File: src/rtl/io_poller_pkg.sv
// Shared constants and enums for the io_poller bus initiator and its ALU.
package io_pkg;

  localparam logic [1:0] IO_ADDR_STATUS = 2'b00;
  localparam logic [1:0] IO_ADDR_LED    = 2'b01;
  localparam logic [1:0] IO_ADDR_SW_LO  = 2'b10;
  localparam logic [1:0] IO_ADDR_SW_HI  = 2'b11;

  localparam int STAT_IN_RDY  = 1;
  localparam int STAT_OUT_RDY = 0;

  typedef enum logic [1:0] {
    OP_ADD  = 2'b00,
    OP_SUB  = 2'b01,
    OP_MUL  = 2'b10,
    OP_PASS = 2'b11
  } op_e;

  typedef enum logic [3:0] {
    ST_IDLE,
    ST_POLL_IN,
    ST_GAP_IN,
    ST_READ_LO,
    ST_READ_HI,
    ST_COMPUTE,
    ST_POLL_OUT,
    ST_GAP_OUT,
    ST_WRITE,
    ST_FIN
  } poll_state_e;

endpackage

File: src/rtl/io_poller_if.sv
// CPU-side bus between io_poller (master) and the switch/LED IO responder (slave).
interface io_poller_if;
  import io_pkg::*;

  logic        pRead;
  logic        pWrite;
  logic [1:0]  addr;
  logic [11:0] pWriteData;
  logic [31:0] pReadData;

  modport master (output pRead, pWrite, addr, pWriteData, input pReadData);
  modport slave  (input pRead, pWrite, addr, pWriteData, output pReadData);
endinterface

File: src/rtl/io_poller_alu.sv
// Combinational 12-bit result from the two switch bytes; registered by io_poller in COMPUTE.
module io_alu
  import io_pkg::*;
(
  input  op_e         op,
  input  logic [7:0]  hi,
  input  logic [7:0]  lo,
  output logic [11:0] result
);

  logic signed [11:0] hi_s;
  logic signed [11:0] lo_s;
  logic signed [11:0] diff;
  logic [11:0]        prod;

  assign hi_s = signed'({4'b0000, hi});
  assign lo_s = signed'({4'b0000, lo});
  // 12-bit subtraction wraps naturally into two's complement
  assign diff = hi_s - lo_s;
  assign prod = 12'(hi) * 12'(lo);

  always_comb begin
    result = '0;
    case (op)
      OP_ADD:  result = {3'b000, {1'b0, hi} + {1'b0, lo}};
      OP_SUB:  result = diff;
      OP_MUL:  result = prod;
      OP_PASS: result = {4'b0000, hi};
      default: result = '0;
    endcase
  end

endmodule

File: src/rtl/io_poller.sv
// Polls IO status, reads both switch bytes, computes, polls LED readiness and writes the result.
// Optional bounded polling with timeout when IO_POLLER_TIMEOUT_EN is defined.
module io_poller
  import io_pkg::*;
#(
  parameter int POLL_GAP  = 4,
  parameter int MAX_POLLS = 255
) (
  input  logic         clk,
  input  logic         reset,
  input  logic         start,
  input  logic [1:0]   op,
  io_poller_if.master  bus,
  output logic         busy,
  output logic         done,
  output logic         timeout,
  output logic [11:0]  result
);

`ifdef IO_POLLER_TIMEOUT_EN
  localparam bit TO_EN = 1'b1;
`else
  localparam bit TO_EN = 1'b0;
`endif

  localparam logic [15:0] GAP_LAST   = 16'((POLL_GAP > 0) ? POLL_GAP - 1 : 0);
  localparam logic [15:0] POLL_LIMIT = 16'(MAX_POLLS);

  poll_state_e state;
  op_e         op_q;
  logic [7:0]  lo;
  logic [7:0]  hi;
  logic [15:0] gap_cnt;
  logic [15:0] poll_cnt;
  logic        timeout_q;
  logic        poll_expired;
  logic [11:0] alu_res;

  io_alu u_alu (
    .op     (op_q),
    .hi     (hi),
    .lo     (lo),
    .result (alu_res)
  );

  // The read in flight is the (poll_cnt+1)-th of this wait phase
  assign poll_expired = TO_EN && ((poll_cnt + 16'd1) >= POLL_LIMIT);
  assign timeout      = TO_EN ? timeout_q : 1'b0;

  always_ff @(posedge clk or negedge reset) begin
    if (!reset) begin
      state          <= ST_IDLE;
      op_q           <= OP_ADD;
      lo             <= '0;
      hi             <= '0;
      gap_cnt        <= '0;
      poll_cnt       <= '0;
      timeout_q      <= 1'b0;
      busy           <= 1'b0;
      done           <= 1'b0;
      result         <= '0;
      bus.pRead      <= 1'b0;
      bus.pWrite     <= 1'b0;
      bus.addr       <= IO_ADDR_STATUS;
      bus.pWriteData <= '0;
    end else begin
      // Strobes and done are single-cycle unless a transition re-asserts them
      bus.pRead  <= 1'b0;
      bus.pWrite <= 1'b0;
      done       <= 1'b0;
      case (state)
        ST_IDLE: begin
          if (start) begin
            op_q      <= op_e'(op);
            busy      <= 1'b1;
            timeout_q <= 1'b0;
            poll_cnt  <= '0;
            bus.pRead <= 1'b1;
            bus.addr  <= IO_ADDR_STATUS;
            state     <= ST_POLL_IN;
          end
        end
        ST_POLL_IN: begin
          poll_cnt <= poll_cnt + 16'd1;
          if (bus.pReadData[STAT_IN_RDY]) begin
            bus.pRead <= 1'b1;
            bus.addr  <= IO_ADDR_SW_LO;
            state     <= ST_READ_LO;
          end else if (poll_expired) begin
            timeout_q <= 1'b1;
            busy      <= 1'b0;
            done      <= 1'b1;
            state     <= ST_FIN;
          end else if (POLL_GAP == 0) begin
            bus.pRead <= 1'b1;
          end else begin
            gap_cnt <= '0;
            state   <= ST_GAP_IN;
          end
        end
        ST_GAP_IN: begin
          if (gap_cnt == GAP_LAST) begin
            bus.pRead <= 1'b1;
            state     <= ST_POLL_IN;
          end else begin
            gap_cnt <= gap_cnt + 16'd1;
          end
        end
        ST_READ_LO: begin
          lo        <= bus.pReadData[7:0];
          bus.pRead <= 1'b1;
          bus.addr  <= IO_ADDR_SW_HI;
          state     <= ST_READ_HI;
        end
        ST_READ_HI: begin
          hi    <= bus.pReadData[7:0];
          state <= ST_COMPUTE;
        end
        ST_COMPUTE: begin
          result    <= alu_res;
          poll_cnt  <= '0;
          bus.pRead <= 1'b1;
          bus.addr  <= IO_ADDR_STATUS;
          state     <= ST_POLL_OUT;
        end
        ST_POLL_OUT: begin
          poll_cnt <= poll_cnt + 16'd1;
          if (bus.pReadData[STAT_OUT_RDY]) begin
            bus.pWrite     <= 1'b1;
            bus.addr       <= IO_ADDR_LED;
            bus.pWriteData <= result;
            state          <= ST_WRITE;
          end else if (poll_expired) begin
            timeout_q <= 1'b1;
            busy      <= 1'b0;
            done      <= 1'b1;
            state     <= ST_FIN;
          end else if (POLL_GAP == 0) begin
            bus.pRead <= 1'b1;
          end else begin
            gap_cnt <= '0;
            state   <= ST_GAP_OUT;
          end
        end
        ST_GAP_OUT: begin
          if (gap_cnt == GAP_LAST) begin
            bus.pRead <= 1'b1;
            state     <= ST_POLL_OUT;
          end else begin
            gap_cnt <= gap_cnt + 16'd1;
          end
        end
        ST_WRITE: begin
          busy  <= 1'b0;
          done  <= 1'b1;
          state <= ST_FIN;
        end
        ST_FIN: begin
          state <= ST_IDLE;
        end
        default: state <= ST_IDLE;
      endcase
    end
  end

endmodule

File: src/flat_wrapper.sv
// flat-port wrapper written by rule: the top's interface ports become plain ports
module io_poller_flat import io_pkg::*;
#(
  parameter int POLL_GAP  = 4,
  parameter int MAX_POLLS = 255
)
  (clk, reset, start, op, busy, done, timeout, result, bus_pRead, bus_pWrite, bus_addr, bus_pWriteData, bus_pReadData);
  io_poller_if bus_i ();
  input  logic clk;
  input  logic reset;
  input  logic start;
  input  logic [1:0] op;
  output logic busy;
  output logic done;
  output logic timeout;
  output logic [11:0] result;
  output wire logic [$bits(bus_i.pRead)-1:0] bus_pRead;
  output wire logic [$bits(bus_i.pWrite)-1:0] bus_pWrite;
  output wire logic [$bits(bus_i.addr)-1:0] bus_addr;
  output wire logic [$bits(bus_i.pWriteData)-1:0] bus_pWriteData;
  input wire logic [$bits(bus_i.pReadData)-1:0] bus_pReadData;
  assign bus_pRead = bus_i.pRead;
  assign bus_pWrite = bus_i.pWrite;
  assign bus_addr = bus_i.addr;
  assign bus_pWriteData = bus_i.pWriteData;
  assign bus_i.pReadData = bus_pReadData;
  io_poller #(.POLL_GAP(POLL_GAP), .MAX_POLLS(MAX_POLLS)) u_core (.clk(clk), .reset(reset), .start(start), .op(op), .bus(bus_i), .busy(busy), .done(done), .timeout(timeout), .result(result));
endmodule
File: config.mk
export PLATFORM = sky130hd
export DESIGN_NAME = io_poller_flat
export DESIGN_NICKNAME = d
export VERILOG_FILES = /design/src/rtl/io_poller_pkg.sv /design/src/rtl/io_poller_if.sv /design/src/rtl/io_poller_alu.sv /design/src/rtl/io_poller.sv /design/src/flat_wrapper.sv
export SDC_FILE = /design/constraint.sdc
export NUM_CORES = 1
export LEC_CHECK = 0
export ABC_AREA = 1
export BUFFER_PORTS_ARGS = -buffer_cell sky130_fd_sc_hd__buf_2
export CAP_MARGIN = 10
export CORE_MARGIN = 2
export CORE_UTILIZATION = 60
export DETAILED_ROUTE_END_ITERATION = 8
export GPL_TIMING_DRIVEN = 0
export PLACE_DENSITY = 0.82
export REMOVE_ABC_BUFFERS = 1
export SYNTH_ARGS = -nofsm -noshare
export SYNTH_HDL_FRONTEND = slang
export SYNTH_SLANG_ARGS = --single-unit
File: constraint.sdc
create_clock -name clk -period 5.55 [get_ports clk]
set_input_delay 0.2775 -clock clk [delete_from_list [all_inputs] [get_ports clk]]
set_output_delay 0.2775 -clock clk [all_outputs]
set_load 0.1 [all_outputs]
# After elaboration in Yosys (flattened, before gate mapping)
# Cells that the tools add are included.
[classes]
n_shift = 0
n_eq_ne = 20
n_div = 0
bitwise_logic = 0
multipliers = 1
n_addsub = 3
n_reduce_logical = 13
n_mux = 24
n_lt_le_gt_ge = 0
[ops]
columns = ["operator", "count"]
rows = [
  ["two-way mux 16 bit", 3],
  ["case mux 12 bit (4 select lines)", 1],
  ["case mux 16 bit (3 select lines)", 1],
  ["case mux 4 bit (9 select lines)", 1],
  ["adder 16 x 1 -> 16 bit (second input constant)", 1],
  ["== test 16 x 2 -> 1 bit (second input constant)", 1],
  ["== test 4 x 3 -> 1 bit (second input constant)", 4],
  ["two-way mux 4 bit", 4],
  ["multiplier 8 x 8 -> 12 bit", 1],
  ["inequality test 2 bit (second input constant)", 6],
  ["case mux 2 bit (5 select lines)", 1],
  ["adder 8 x 8 -> 9 bit", 1],
  ["subtractor 8 x 8 -> 9 bit", 1],
  ["== test 4 x 2 -> 1 bit (second input constant)", 2],
  ["two-way mux 1 bit", 8],
  ["AND reduction 4 bit", 2],
  ["two-way mux 2 bit", 3],
  ["AND reduction 2 bit", 3],
  ["nonzero test 5 bit", 1],
  ["== test 2 bit (second input constant)", 2],
  ["== test 4 x 1 -> 1 bit (second input constant)", 1],
  ["== test 4 bit (second input constant)", 1],
  ["logical NOT 4 bit", 1],
  ["inequality test 2 x 1 -> 1 bit (second input constant)", 2],
  ["other kinds (8)", 9],
]
[word_totals]
in_bits = 37
word_cells = 73
rom_bits = 0
latchBits = 0
memories = 0
out_inout_bits = 31
ff_bits = 68
ram_bits = 0

# Longest topological paths before layout
# Gate-level depths: netlist of the first run.
[logic_depth]
word_depth = 4
ltp_mapped = 22
mapped_depth_nobuf = 21

# By module
# A second synthesis of the first run with hierarchy kept.
[hier_totals]
cells_unflattened = 840
area_unflattened_um2 = 6024.5
[modules_own_cells]
columns = ["mod", "instances", "cells_per_inst", "seq_area_each_um2", "area_per_inst_um2"]
rows = [
  ["io_poller", 1, 384, 1701.6, 3163.0],
  ["io_alu", 1, 456, 0.0, 2861.5],
]

# Worst setup path before layout of the first run
# Ideal clock, no wire load.
[synth_path]
path_kind = "register -> register"
start = "register u_core.hi[1]"
end = "register u_core.result[8]"
path_stages_with_launch = 20
t_required_ns = 5.480
synth_period_minus_slack_ns = 4.014
setup_slack_ns = 1.536
t_arrival_ns = 3.944
setup_time_ns = 0.070
path_buffers = 1
path_cell_list = "dfrtp_1 clkbuf_1 nand2_1 fa_1 fa_1 inv_1 fa_1 inv_1 fa_1 inv_1 ha_1 inv_1 o21ai_0 a21oi_1 nand2_1 nand2_1 nand2_1 o21ai_0 nand2_1 nand3_1"
[synth_between]
elab_chain_cells = 2
word_cells_on_any_way = 4
cone_classes = "add/sub: 2; mul: 1; mux: 1"
[synth_rtl]
columns = ["element", "line_no", "source"]
rows = [
  ["from (decl)", "io_poller.sv:32", "logic [7:0] hi;"],
  ["from (signal assigned)", "io_poller.sv:116", "hi <= bus.pReadData[7:0];"],
  ["multiplier 8 x 8 -> 12 bit, or another cell as far along", "io_poller_alu.sv:20", "assign prod = 12'(hi) * 12'(lo);"],
  ["case mux 12 bit (4 select lines) *", "io_poller_alu.sv:24", "case (op)"],
  ["to (signal assigned)", "io_poller.sv:120", "result <= alu_res;"],
  ["to (decl)", "io_poller.sv:17", "output logic [11:0] result"],
]
# Every way passes the cells marked *; elsewhere a longest branch is shown, timed or not.
# A chain may end at the register's enable or synchronous reset.

# Worst setup path after layout of the first run
[layout_path]
start = "register u_core.hi[4]"
end = "register u_core.result[11]"
[layout_between]
elab_chain_cells = 2
word_cells_on_any_way = 3
cone_classes = "add/sub: 1; mul: 1; mux: 1"
[layout_rtl]
columns = ["element", "line_no"]
rows = [
  ["multiplier 8 x 8 -> 12 bit / subtractor 8 x 8 -> 9 bit (equally long branches)", "io_poller_alu.sv:20, io_poller_alu.sv:19"],
  ["case mux 12 bit (4 select lines) *", "io_poller_alu.sv:24"],
]
# Marks and branches as above.

==> impl_results.md, run 1 <==
- TritonCTS Buffers: 9
- Die area: ~0.011 sq mm
- Total track usage: 0.293
- Worst Hold Class: in -> async
- Initial Utilization: 0.611
- DR pass1 iterations: 5
- Residual DRC: 0
- Post-DR wirelength/cell: around 15 um
- CTS H-tree depth: 3
- Worst skew pair latency: 0.33 ns
- Sink Count: between 60 and 70
- Worst setup EP type: flip-flop
- Area Overhead vs Synth: 7.85%
- CP arrival: 4.74 ns
- Outcome: completed
- Cell mode on critical path: fa_1
- Antenna Cells: 0
- Final Skew: approximately 0.015 ns
- CORE AREA: 0.00968 sq mm
- Setup_tns: 0 ns
- Register area share after synthesis: 0.288
- # IOs: 68
- Flops & latches, synth: 68
- Die Ht: 103 um
- CP max stage cell: fa_1
- First-pass GRT wire length: approximately 24,000 um
- Worst-margin pin slew: 1.02 ns
- Max Transition Viols Final: 0
- Layout cells sized above 1: 0.0966
- Postcts setup bufs: 0
- WP buf/inv: 2
- Mapped Area: about 0.0059 sq mm
- Largest net degree at the start of global routing: 69
- Root buf cell: clkbuf_8
- Distinct cells, synth: 46
- Period utilization: 0.814
- Synth Warn #: 0
- Post-route ant nets: 0
- Die width: 103 um
- FMAX: 221 MHz
- Routability cong.: roughly 0.95
- Clock transition at path regs: approximately 0.070 ns
- Slew HR: 0.320
- Final setup violation count: 0
- CP Cell Sequence: ha_1, fa_1, fa_1, fa_1, inv_1, fa_1, inv_1, ha_1, a21oi_1, o21ai_0, a21oi_1, nand3_1, nand3_1, nand2_1, nand2_1, nand2_1
- WP data required: approximately 5.8 ns
- Max Cap Viol: 0
- Total gr overflow: 0
- CP Max Fanout: 11
- Initial antenna violation count: 0
- Slowest stage delay, CP: between 0.5 and 0.6 ns
- Via count: ~5,300
- Startpoint types: flip-flop
- Cell row count: 36
- Post-route minimum period: 4.52 ns
- Hold buffers post-CTS: 0
- Vias in the first global route: 4,921
- CTS tree: built
- Crit-path leading delay family: adder cells
- Clock buffer depth: 2
- Number of DRC markers in iteration 0: approximately 260
- CTS-repair resized insts: 0
- WS Path Type: reg -> reg
- PortBufs: 42
- DP Wirelength: roughly 12,000 um
- RSZ-0062 raised after global routing: false
- Post-synthesis area per instance: approximately 7.2 sq um
- Final net count: around 950
- Cells after synthesis: between 800 and 900
- Vias per std cell: 5.38
- Routed WL: 14,800 um
- Hold Vio Cnt, Final: 0
cell usage in the layout (no fill, tap or decap), types with 3 or more instances in the layout:
cell | Yosys | layout
nor2_1 | 33 | 33
a31oi_1 | 3 | 3
inv_2 | 4 | 4
o21ai_0 | 46 | 46
clkbuf_8 | 0 | 10
xor2_1 | 8 | 8
fa_1 | 33 | 33
a21oi_1 | 25 | 25
ha_1 | 40 | 40
buf_2 | 2 | 41
nand3_1 | 43 | 43
dfrtp_1 | 68 | 68
nor4_1 | 7 | 7
nand2_1 | 235 | 235
nand4_1 | 14 | 14
inv_1 | 170 | 170
o211ai_1 | 8 | 8
nor3_1 | 13 | 13
o21bai_1 | 4 | 4
or2_2 | 7 | 7
per-layer routing:
layer / routed length [um] / part of all wire / track usage / up-vias
met3: 923 / 0.062 / 0.0484 / 11
met5: 0 / 0 / 0 / -
met1: 7190 / 0.49 / 0.431 / 2509
met4: 110 / 0.0074 / 0.0486 / 0
li1: - / - / - / 2587
met2: 6590 / 0.44 / 0.467 / 181
metrics by stage:
| stage | instance area (sq um) | hold slack (ns) | util | setup slack, ns | cells |
|---|---|---|---|---|---|
| after floorplan | 5800 | -0.0181 | - | 1.61 | 791 |
| after global placement | 6180 | 0.450 | 0.638 | 1.17 | 966 |
| after detailed placement | 6180 | 0.440 | 0.639 | 1.09 | 966 |
| after CTS | 6380 | 0.0706 | 0.659 | 1.07 | 982 |
| after global routing | 6380 | 0.106 | 0.659 | 0.817 | 982 |
| final | 6380 | 0.0370 | 0.659 | 1.03 | 982 |
cell type report:
| class | instances | area, sq um |
|---|---|---|
| Clock buffer | 12 | 145 |
| Clock inverter | 4 | 48.8 |
| Fill cell | 849 | 3310 |
| Inverter | 175 | 659 |
| Multi-Input combinational cell | 548 | 3440 |
| Sequential cell | 68 | 1700 |
| Tap cell | 133 | 166 |
| Timing Repair Buffer | 42 | 213 |
synth_stat cells (all sizes together):
cell | instances | area share
o21ai | 47 | 0.040
a211oi | 1 | 0.0013
a31oi | 3 | 0.0032
dfrtp | 68 | 0.29
or3 | 1 | 0.0013
o311ai | 1 | 0.0015
o21bai | 4 | 0.0051
xnor2 | 2 | 0.0030
o2111ai | 2 | 0.0030
o22ai | 2 | 0.0021
nor4 | 9 | 0.013
nand2 | 237 | 0.15
o211ai | 8 | 0.010
nor2 | 37 | 0.029
nand4 | 14 | 0.015
nor3 | 14 | 0.014
buf | 4 | 0.0049
ha | 40 | 0.085
xor2 | 8 | 0.012
and3b | 1 | 0.0015
nand3 | 45 | 0.042
clkbuf | 21 | 0.014
a22oi | 1 | 0.0013
o31ai | 1 | 0.0013
o221ai | 1 | 0.0015
inv | 175 | 0.11
or2 | 7 | 0.0074
o21a | 2 | 0.0025
fa | 33 | 0.11
conb | 1 | 0.00063
a21oi | 26 | 0.023
registers in the layout, summed over array words and instances (netlist names):
register               count
u_core.gap_cnt            16
u_core.bus.pWriteData     12
u_core.result             12
u_core.hi                  8
u_core.lo                  8
u_core.state               4
u_core.bus.addr            2
u_core.op_q                2
u_core.bus.pRead           1
u_core.bus.pWrite          1
u_core.busy                1
u_core.done                1
worst paths after layout:
| kind | startpoint | slack [ns] | end | cells after the start |
|---|---|---|---|---|
| hold reg to reg | u_core.bus.pWriteData[11] | 0.47 | u_core.bus.pWriteData[11] | 2 |
| setup / recovery | u_core.hi[4] | 1.03 | u_core.result[11] | 16 |
| hold / removal | reset | 0.04 | u_core.result[9] | 1 |
| max in group asynchronous | reset | 4.95 | u_core.bus.addr[1] | 1 |
| setup reg to reg | u_core.hi[4] | 1.03 | u_core.result[11] | 16 |
| min in group clk | bus_pReadData[5] | 0.17 | u_core.hi[5] | 3 |
worst reg2reg max path: cells and delay by family, from the launching register on:
family / cells / cell delay [ns]
AOI/OAI and AO/OA: 3 / 0.44
adders and majority gates: 6 / 2.87
buffers and inverters: 2 / 0.13
DFF: 1 / 0.55
and+or+nand+nor: 5 / 0.42
logic make-up (layout without fill, tap and decap cells):
group	after synthesis	in the layout	share of synthesized area
flip-flops	68	68	0.288
AND/OR/NAND/NOR	365	365	0.275
adder cells (fa/ha/maj)	73	73	0.196
AO/OA/AOI/OAI	99	99	0.0959
XOR/XNOR	10	10	0.0148
other	1	1	0.000634
buffers and inverters	200	233	0.130
Power of run 1 is not shown: default switching activity piles up to over one toggle a cycle in this logic, so the estimate is an artifact.
==> inputs of run 2 (changes only) <==
- clock period: 5.55 -> 4.7 ns (I/O delays scaled with it)
==> impl_results.md, run 2 (synthesis gave the netlist of run 1 again) <==
- First-pass GRT wire length: 24,000 um (unchanged)
- Hold slack: -0.00550 ns (was 0.0370 ns)
- Routed WL: 14,800 um (unchanged)
- Post-route minimum period: 4.47 ns (was 4.52 ns)
- WP data required: 4.92 ns (was 5.77 ns)
- Total gr overflow: 0 (unchanged)
- Most common cell after layout, fill and taps aside: nand2_1 (unchanged)
- Crit-path leading delay family: adder cells (unchanged)
- Die width: 103 um (unchanged)
- Clock transition at path regs: 0.07 ns (about the same)
- Vias in the first global route: 4,921 (unchanged)
- Final setup violation count: 0 (unchanged)
- Top flop regs: u_core.gap_cnt: 16 flops, u_core.bus.pWriteData: 12 flops, u_core.result: 12 flops (unchanged)
- Total track usage: 0.293 (unchanged)
- Initial antenna violation count: 0 (unchanged)
- Vias per std cell: 5.38 (unchanged)
- Finished Layout Cells: 982 (unchanged)
- Post-DR wirelength/cell: 15.1 um (unchanged)
- Max reg flops: 16 (unchanged)
- Failing checks: hold timing
- TritonCTS Buffers: 9 (unchanged)
- FMAX: 224 MHz (was 221 MHz)
- Worst setup EP type: flip-flop (unchanged)
- WS Path Type: reg -> reg (unchanged)
- DR pass1 iterations: 5 (unchanged)
- DP Wirelength: 11,800 um (unchanged)
- Final Skew: 0.0153 ns (unchanged)
- Routability cong.: 0.952 (unchanged)
- WP buf/inv: 2 (unchanged)
- R2R Setup Slk: 0.23 ns (was 1.03 ns)
- Slowest stage delay, CP: 0.58 ns (about the same)
- Final net count: 954 (unchanged)
- Via count: 5,288 (unchanged)
- Largest Register: u_core.gap_cnt (unchanged)
- CORE AREA: 0.00968 sq mm (unchanged)
- Area Overhead vs Synth: 7.87% (was 7.85%)
- Number of DRC markers in iteration 0: 257 (unchanged)
- Most frequent cells in the layout: 235 x nand2_1, 170 x inv_1, 67 x dfrtp_1 (was 235 x nand2_1, 170 x inv_1, 68 x dfrtp_1)
- Post-layout util: 0.659 (about the same)
- Layout cells sized above 1: 0.0978 (was 0.0966)
- Antenna Cells: 0 (unchanged)
- Worst skew pair latency: 0.33 ns (about the same)
- Worst-margin pin slew: 1.02 ns (unchanged)
- RSZ-0062 raised after global routing: false (unchanged)
- Period utilization: 0.952 (was 0.814)
- Hold buffers post-CTS: 0 (unchanged)
- Max Cap Viol: 0 (unchanged)
- CP Cell Sequence: ha_1, fa_1, fa_1, fa_1, inv_1, fa_1, inv_1, ha_1, a21oi_1, o21ai_0, a21oi_1, nand3_1, nand3_1, nand2_1, nand2_1, nand2_1 (unchanged)
- CP max stage cell: fa_1 (unchanged)
- Max Transition Viols Final: 0 (unchanged)
- Placed insts: 966 (unchanged)
- Cell mode on critical path: fa_1 (unchanged)
- Startpoint types: flip-flop (unchanged)
- CP Max Fanout: 11 (unchanged)
- Worst Hold Class: in -> async (unchanged)
- Residual DRC: 0 (unchanged)
- Clock buffer depth: 2 (unchanged)
- Die area: 0.0107 sq mm (unchanged)
- # IOs: 68 (unchanged)
- Initial Utilization: 0.611 (unchanged)
- Sink Count: 68 (unchanged)
- Slew HR: 0.320 (unchanged)
- Die Ht: 103 um (unchanged)
- Postcts setup bufs: 0 (unchanged)
- Cell row count: 36 (unchanged)
- Hold Vio Cnt, Final: 4 (was 0)
- Post-route ant nets: 0 (unchanged)
- CTS H-tree depth: 3 (unchanged)
- Largest net degree at the start of global routing: 69 (unchanged)
- Setup_tns: 0 ns (unchanged)
- Outcome: finished with violations (was completed)
- PortBufs: 42 (unchanged)
- CTS tree: built (unchanged)
- CP arrival: 4.69 ns (was 4.74 ns)
- Root buf cell: clkbuf_8 (unchanged)
-- run 2: repair_timing --
action                                  in CTS  in global routing
hold endpoints to repair                     0                  0
endpoints found under the setup margin       0                  1
gates resized for setup                      0                  1
-- run 2: final timing paths --
check / end / cells after the start / start
max: u_core.result[11] / 16 / u_core.lo[4]
min in group clk: u_core.hi[5] / 3 / bus_pReadData[5]
max in group asynchronous: u_core.hi[4] / 1 / reset
max reg2reg: u_core.result[11] / 16 / u_core.lo[4]
min: u_core.result[9] / 1 / reset
min reg2reg: u_core.bus.pWriteData[11] / 2 / u_core.bus.pWriteData[11]
-- run 2: metrics by stage --
| step | hold slack (ns) | instance area [sq um] | setup WS, ns |
|---|---|---|---|
| finish | -0.00550 | 6380 | 0.227 |
| global placement | 0.450 | 6180 | 0.317 |
| CTS | 0.0281 | 6380 | 0.218 |
| global route | 0.0632 | 6380 | 0.00699 |
| detailed placement | 0.397 | 6180 | 0.243 |
| floorplan | -0.0606 | 5800 | 0.755 |
-- run 2: area by class of cell --
cell class | instances | area [sq um]
repair buffers | 42 | 213
fillers | 848 | 3310
multi-input cells | 548 | 3440
clock buffers | 12 | 145
clock inverters | 4 | 48.8
inverters | 175 | 659
flip-flops and latches | 68 | 1700
well taps | 133 | 166
-- run 2: metal layers --
| layer | track usage | wire, um |
|---|---|---|
| met2 | 0.467 | 6590 |
| met4 | 0.0486 | 110 |
| met1 | 0.431 | 7190 |
| met5 | 0 | 0 |
| met3 | 0.0484 | 923 |
-- run 2: worst reg2reg max path: cells and delay by family, from the launching register on --
kind / cells / cell delay, ns
adders and majority gates: 6 / 2.84
buffers and inverters: 2 / 0.13
and+or+nand+nor: 5 / 0.42
DFF: 1 / 0.54
AOI/OAI and AO/OA: 3 / 0.44
Power of run 2 is left out for the same reason.
==> inputs of run 3 (changes only) <==
--- a/config.mk
+++ b/config.mk
@@ -7,5 +7,5 @@
 export LEC_CHECK = 0
 export ABC_AREA = 1
-export BUFFER_PORTS_ARGS = -buffer_cell sky130_fd_sc_hd__buf_2
+export BUFFER_PORTS_ARGS = -buffer_cell sky130_fd_sc_hd__buf_4
 export CAP_MARGIN = 10
 export CORE_MARGIN = 2
==> constraint.sdc (replaced) <==
create_clock -name clk -period 4.7 [get_ports clk]
set_input_delay 0.235 -clock clk [delete_from_list [all_inputs] [get_ports clk]]
set_output_delay 0.235 -clock clk [all_outputs]
set_load 0.005 [all_outputs]
==> impl_results.md, run 3 (synthesis gave the netlist of run 1 again) <==
- Post-route minimum period: 4.41 ns (was 4.47 ns)
- FMAX: 227 MHz (was 224 MHz)
- Setup_tns: 0 ns (unchanged)
- Failing checks: hold timing (unchanged)
- Most common cell after layout, fill and taps aside: nand2_1 (unchanged)
- FILL cells: 822 (was 848)
- Finished Layout Cells: 981 (was 982)
- Hold Vio Cnt, Final: 9 (was 4)
- WP data required: 4.94 ns (was 4.92 ns)
- Worst skew pair latency: 0.35 ns (was 0.33 ns)
- Antenna Cells: 0 (unchanged)
- Post-DR wirelength/cell: 15.2 um (was 15.1 um)
- Die Ht: 103 um (unchanged)
- Final Skew: 0.0134 ns (was 0.0153 ns)
- Hold buffers post-CTS: 0 (unchanged)
- Vias in the first global route: 4,916 (was 4,921)
- CP Cell Sequence: ha_1, fa_1, fa_1, fa_1, inv_1, fa_1, inv_1, ha_1, a21oi_1, o21ai_0, a21oi_1, nand3_1, nand3_1, nand2_1, nand2_1, nand2_1 (unchanged)
- DR pass1 iterations: 6 (was 5)
- Final setup violation count: 0 (unchanged)
- Root buf cell: clkbuf_8 (unchanged)
- Worst setup EP type: flip-flop (unchanged)
- First-pass GRT wire length: 24,200 um (was 24,000 um)
- Vias per std cell: 5.37 (was 5.38)
- Cell mode on critical path: fa_1 (unchanged)
- CP arrival: 4.64 ns (was 4.69 ns)
- Total track usage: 0.294 (was 0.293)
- CORE AREA: 0.00968 sq mm (unchanged)
- PortBufs: 42 (unchanged)
- Largest net degree at the start of global routing: 69 (unchanged)
- Worst Hold Class: in -> async (unchanged)
- Worst-margin pin slew: 1.01 ns (was 1.02 ns)
- Initial antenna violation count: 0 (unchanged)
- Hold slack: -0.0175 ns (was -0.00550 ns)
- Post-route ant nets: 0 (unchanged)
- Largest Register: u_core.gap_cnt (unchanged)
- CTS tree: built (unchanged)
- Slew HR: 0.322 (was 0.320)
- Routability cong.: 0.950 (was 0.952)
- Clock transition at path regs: 0.08 ns (was 0.07 ns)
- CP Max Fanout: 11 (unchanged)
- Sink Count: 68 (unchanged)
- Residual DRC: 0 (unchanged)
- Final net count: 954 (unchanged)
- Max reg flops: 16 (unchanged)
- WS Path Type: reg -> reg (unchanged)
- CTS H-tree depth: 3 (unchanged)
- Clock buffer depth: 2 (unchanged)
- Startpoint types: flip-flop (unchanged)
- Outcome: finished with violations (unchanged)
- Layout cells sized above 1: 0.0991 (was 0.0978)
- RSZ-0062 raised after global routing: false (unchanged)
- Slowest stage delay, CP: 0.58 ns (about the same)
- Crit-path leading delay family: adder cells (unchanged)
- Placed insts: 966 (unchanged)
- # IOs: 68 (unchanged)
- Period utilization: 0.938 (was 0.952)
- Via count: 5,265 (was 5,288)
- Max Cap Viol: 0 (unchanged)
- Die width: 103 um (unchanged)
- Max Transition Viols Final: 0 (unchanged)
- Number of DRC markers in iteration 0: 373 (was 257)
- Initial Utilization: 0.611 (unchanged)
- DP Wirelength: 11,700 um (was 11,800 um)
- Top flop regs: u_core.gap_cnt: 16 flops, u_core.bus.pWriteData: 12 flops, u_core.result: 12 flops (unchanged)
- Area Overhead vs Synth: 9.95% (was 7.87%)
- TritonCTS Buffers: 9 (unchanged)
- Cell row count: 36 (unchanged)
- Total gr overflow: 0 (unchanged)
- Routed WL: 14,900 um (was 14,800 um)
- CP max stage cell: fa_1 (unchanged)
- Die area: 0.0107 sq mm (unchanged)
- Most frequent cells in the layout: 235 x nand2_1, 170 x inv_1, 67 x dfrtp_1 (unchanged)
- WP buf/inv: 2 (unchanged)
run 3: worst paths after layout:
check / depth (start not counted) / endpoint / slack [ns] / from
worst min-delay path: 1 / u_core.result[9] / -0.02 / reset
worst max-delay path: 16 / u_core.result[11] / 0.29 / u_core.lo[4]
max in group asynchronous: 1 / u_core.hi[4] / 4.09 / reset
min in group clk: 3 / u_core.hi[5] / 0.10 / bus_pReadData[5]
worst min register to register: 2 / u_core.bus.pWriteData[11] / 0.48 / u_core.bus.pWriteData[11]
worst max register to register: 16 / u_core.result[11] / 0.29 / u_core.lo[4]
run 3: repair_timing:
item	4_1_cts	5_1_grt
endpoints found under the setup margin	0	1
buffers inserted	0	0
gates resized for setup	0	1
run 3: metal layers:
metal / track usage / vias up / routed length (um)
li1: - / 2595 / -
met1: 0.434 / 2473 / 7030
met2: 0.472 / 186 / 6860
met3: 0.0491 / 11 / 957
met4: 0.0385 / 0 / 100
met5: 0 / - / 0
run 3: layout make-up:
cell class / instances / area (sq um) / share of cell area
clock inverters: 6 / 90.1 / 0.0139
flip-flops and latches: 68 / 1700 / 0.262
inverters: 175 / 659 / 0.101
repair buffers: 42 / 315 / 0.0485
clock buffers: 9 / 124 / 0.0191
well taps: 133 / 166 / 0.0256
multi-input cells: 548 / 3440 / 0.530
run 3: worst reg2reg max path, stage by stage (launching register included):
cell     delay (ns)
dfrtp_1        0.52
ha_1           0.33
fa_1           0.57
fa_1           0.44
fa_1           0.58
inv_1          0.07
fa_1           0.53
inv_1          0.04
ha_1           0.37
a21oi_1        0.15
o21ai_0        0.10
a21oi_1        0.20
nand3_1        0.10
nand3_1        0.11
nand2_1        0.06
nand2_1        0.07
nand2_1        0.05
run 3: metrics by stage:
| stage | area (sq um) | worst slack, ns | hold slack (ns) | util |
|---|---|---|---|---|
| 6_report | 6500 | 0.293 | -0.0175 | 0.671 |
| 5_1_grt | 6500 | 0.0156 | 0.0593 | 0.671 |
| 4_1_cts | 6500 | 0.271 | 0.0211 | 0.671 |
| 3_5_place_dp | 6290 | 0.299 | 0.393 | 0.649 |
| 3_3_place_gp | 6290 | 0.353 | 0.391 | 0.649 |
| 2_1_floorplan | 5800 | 0.758 | -0.0606 | - |
Power of run 3 is left out for the same reason.
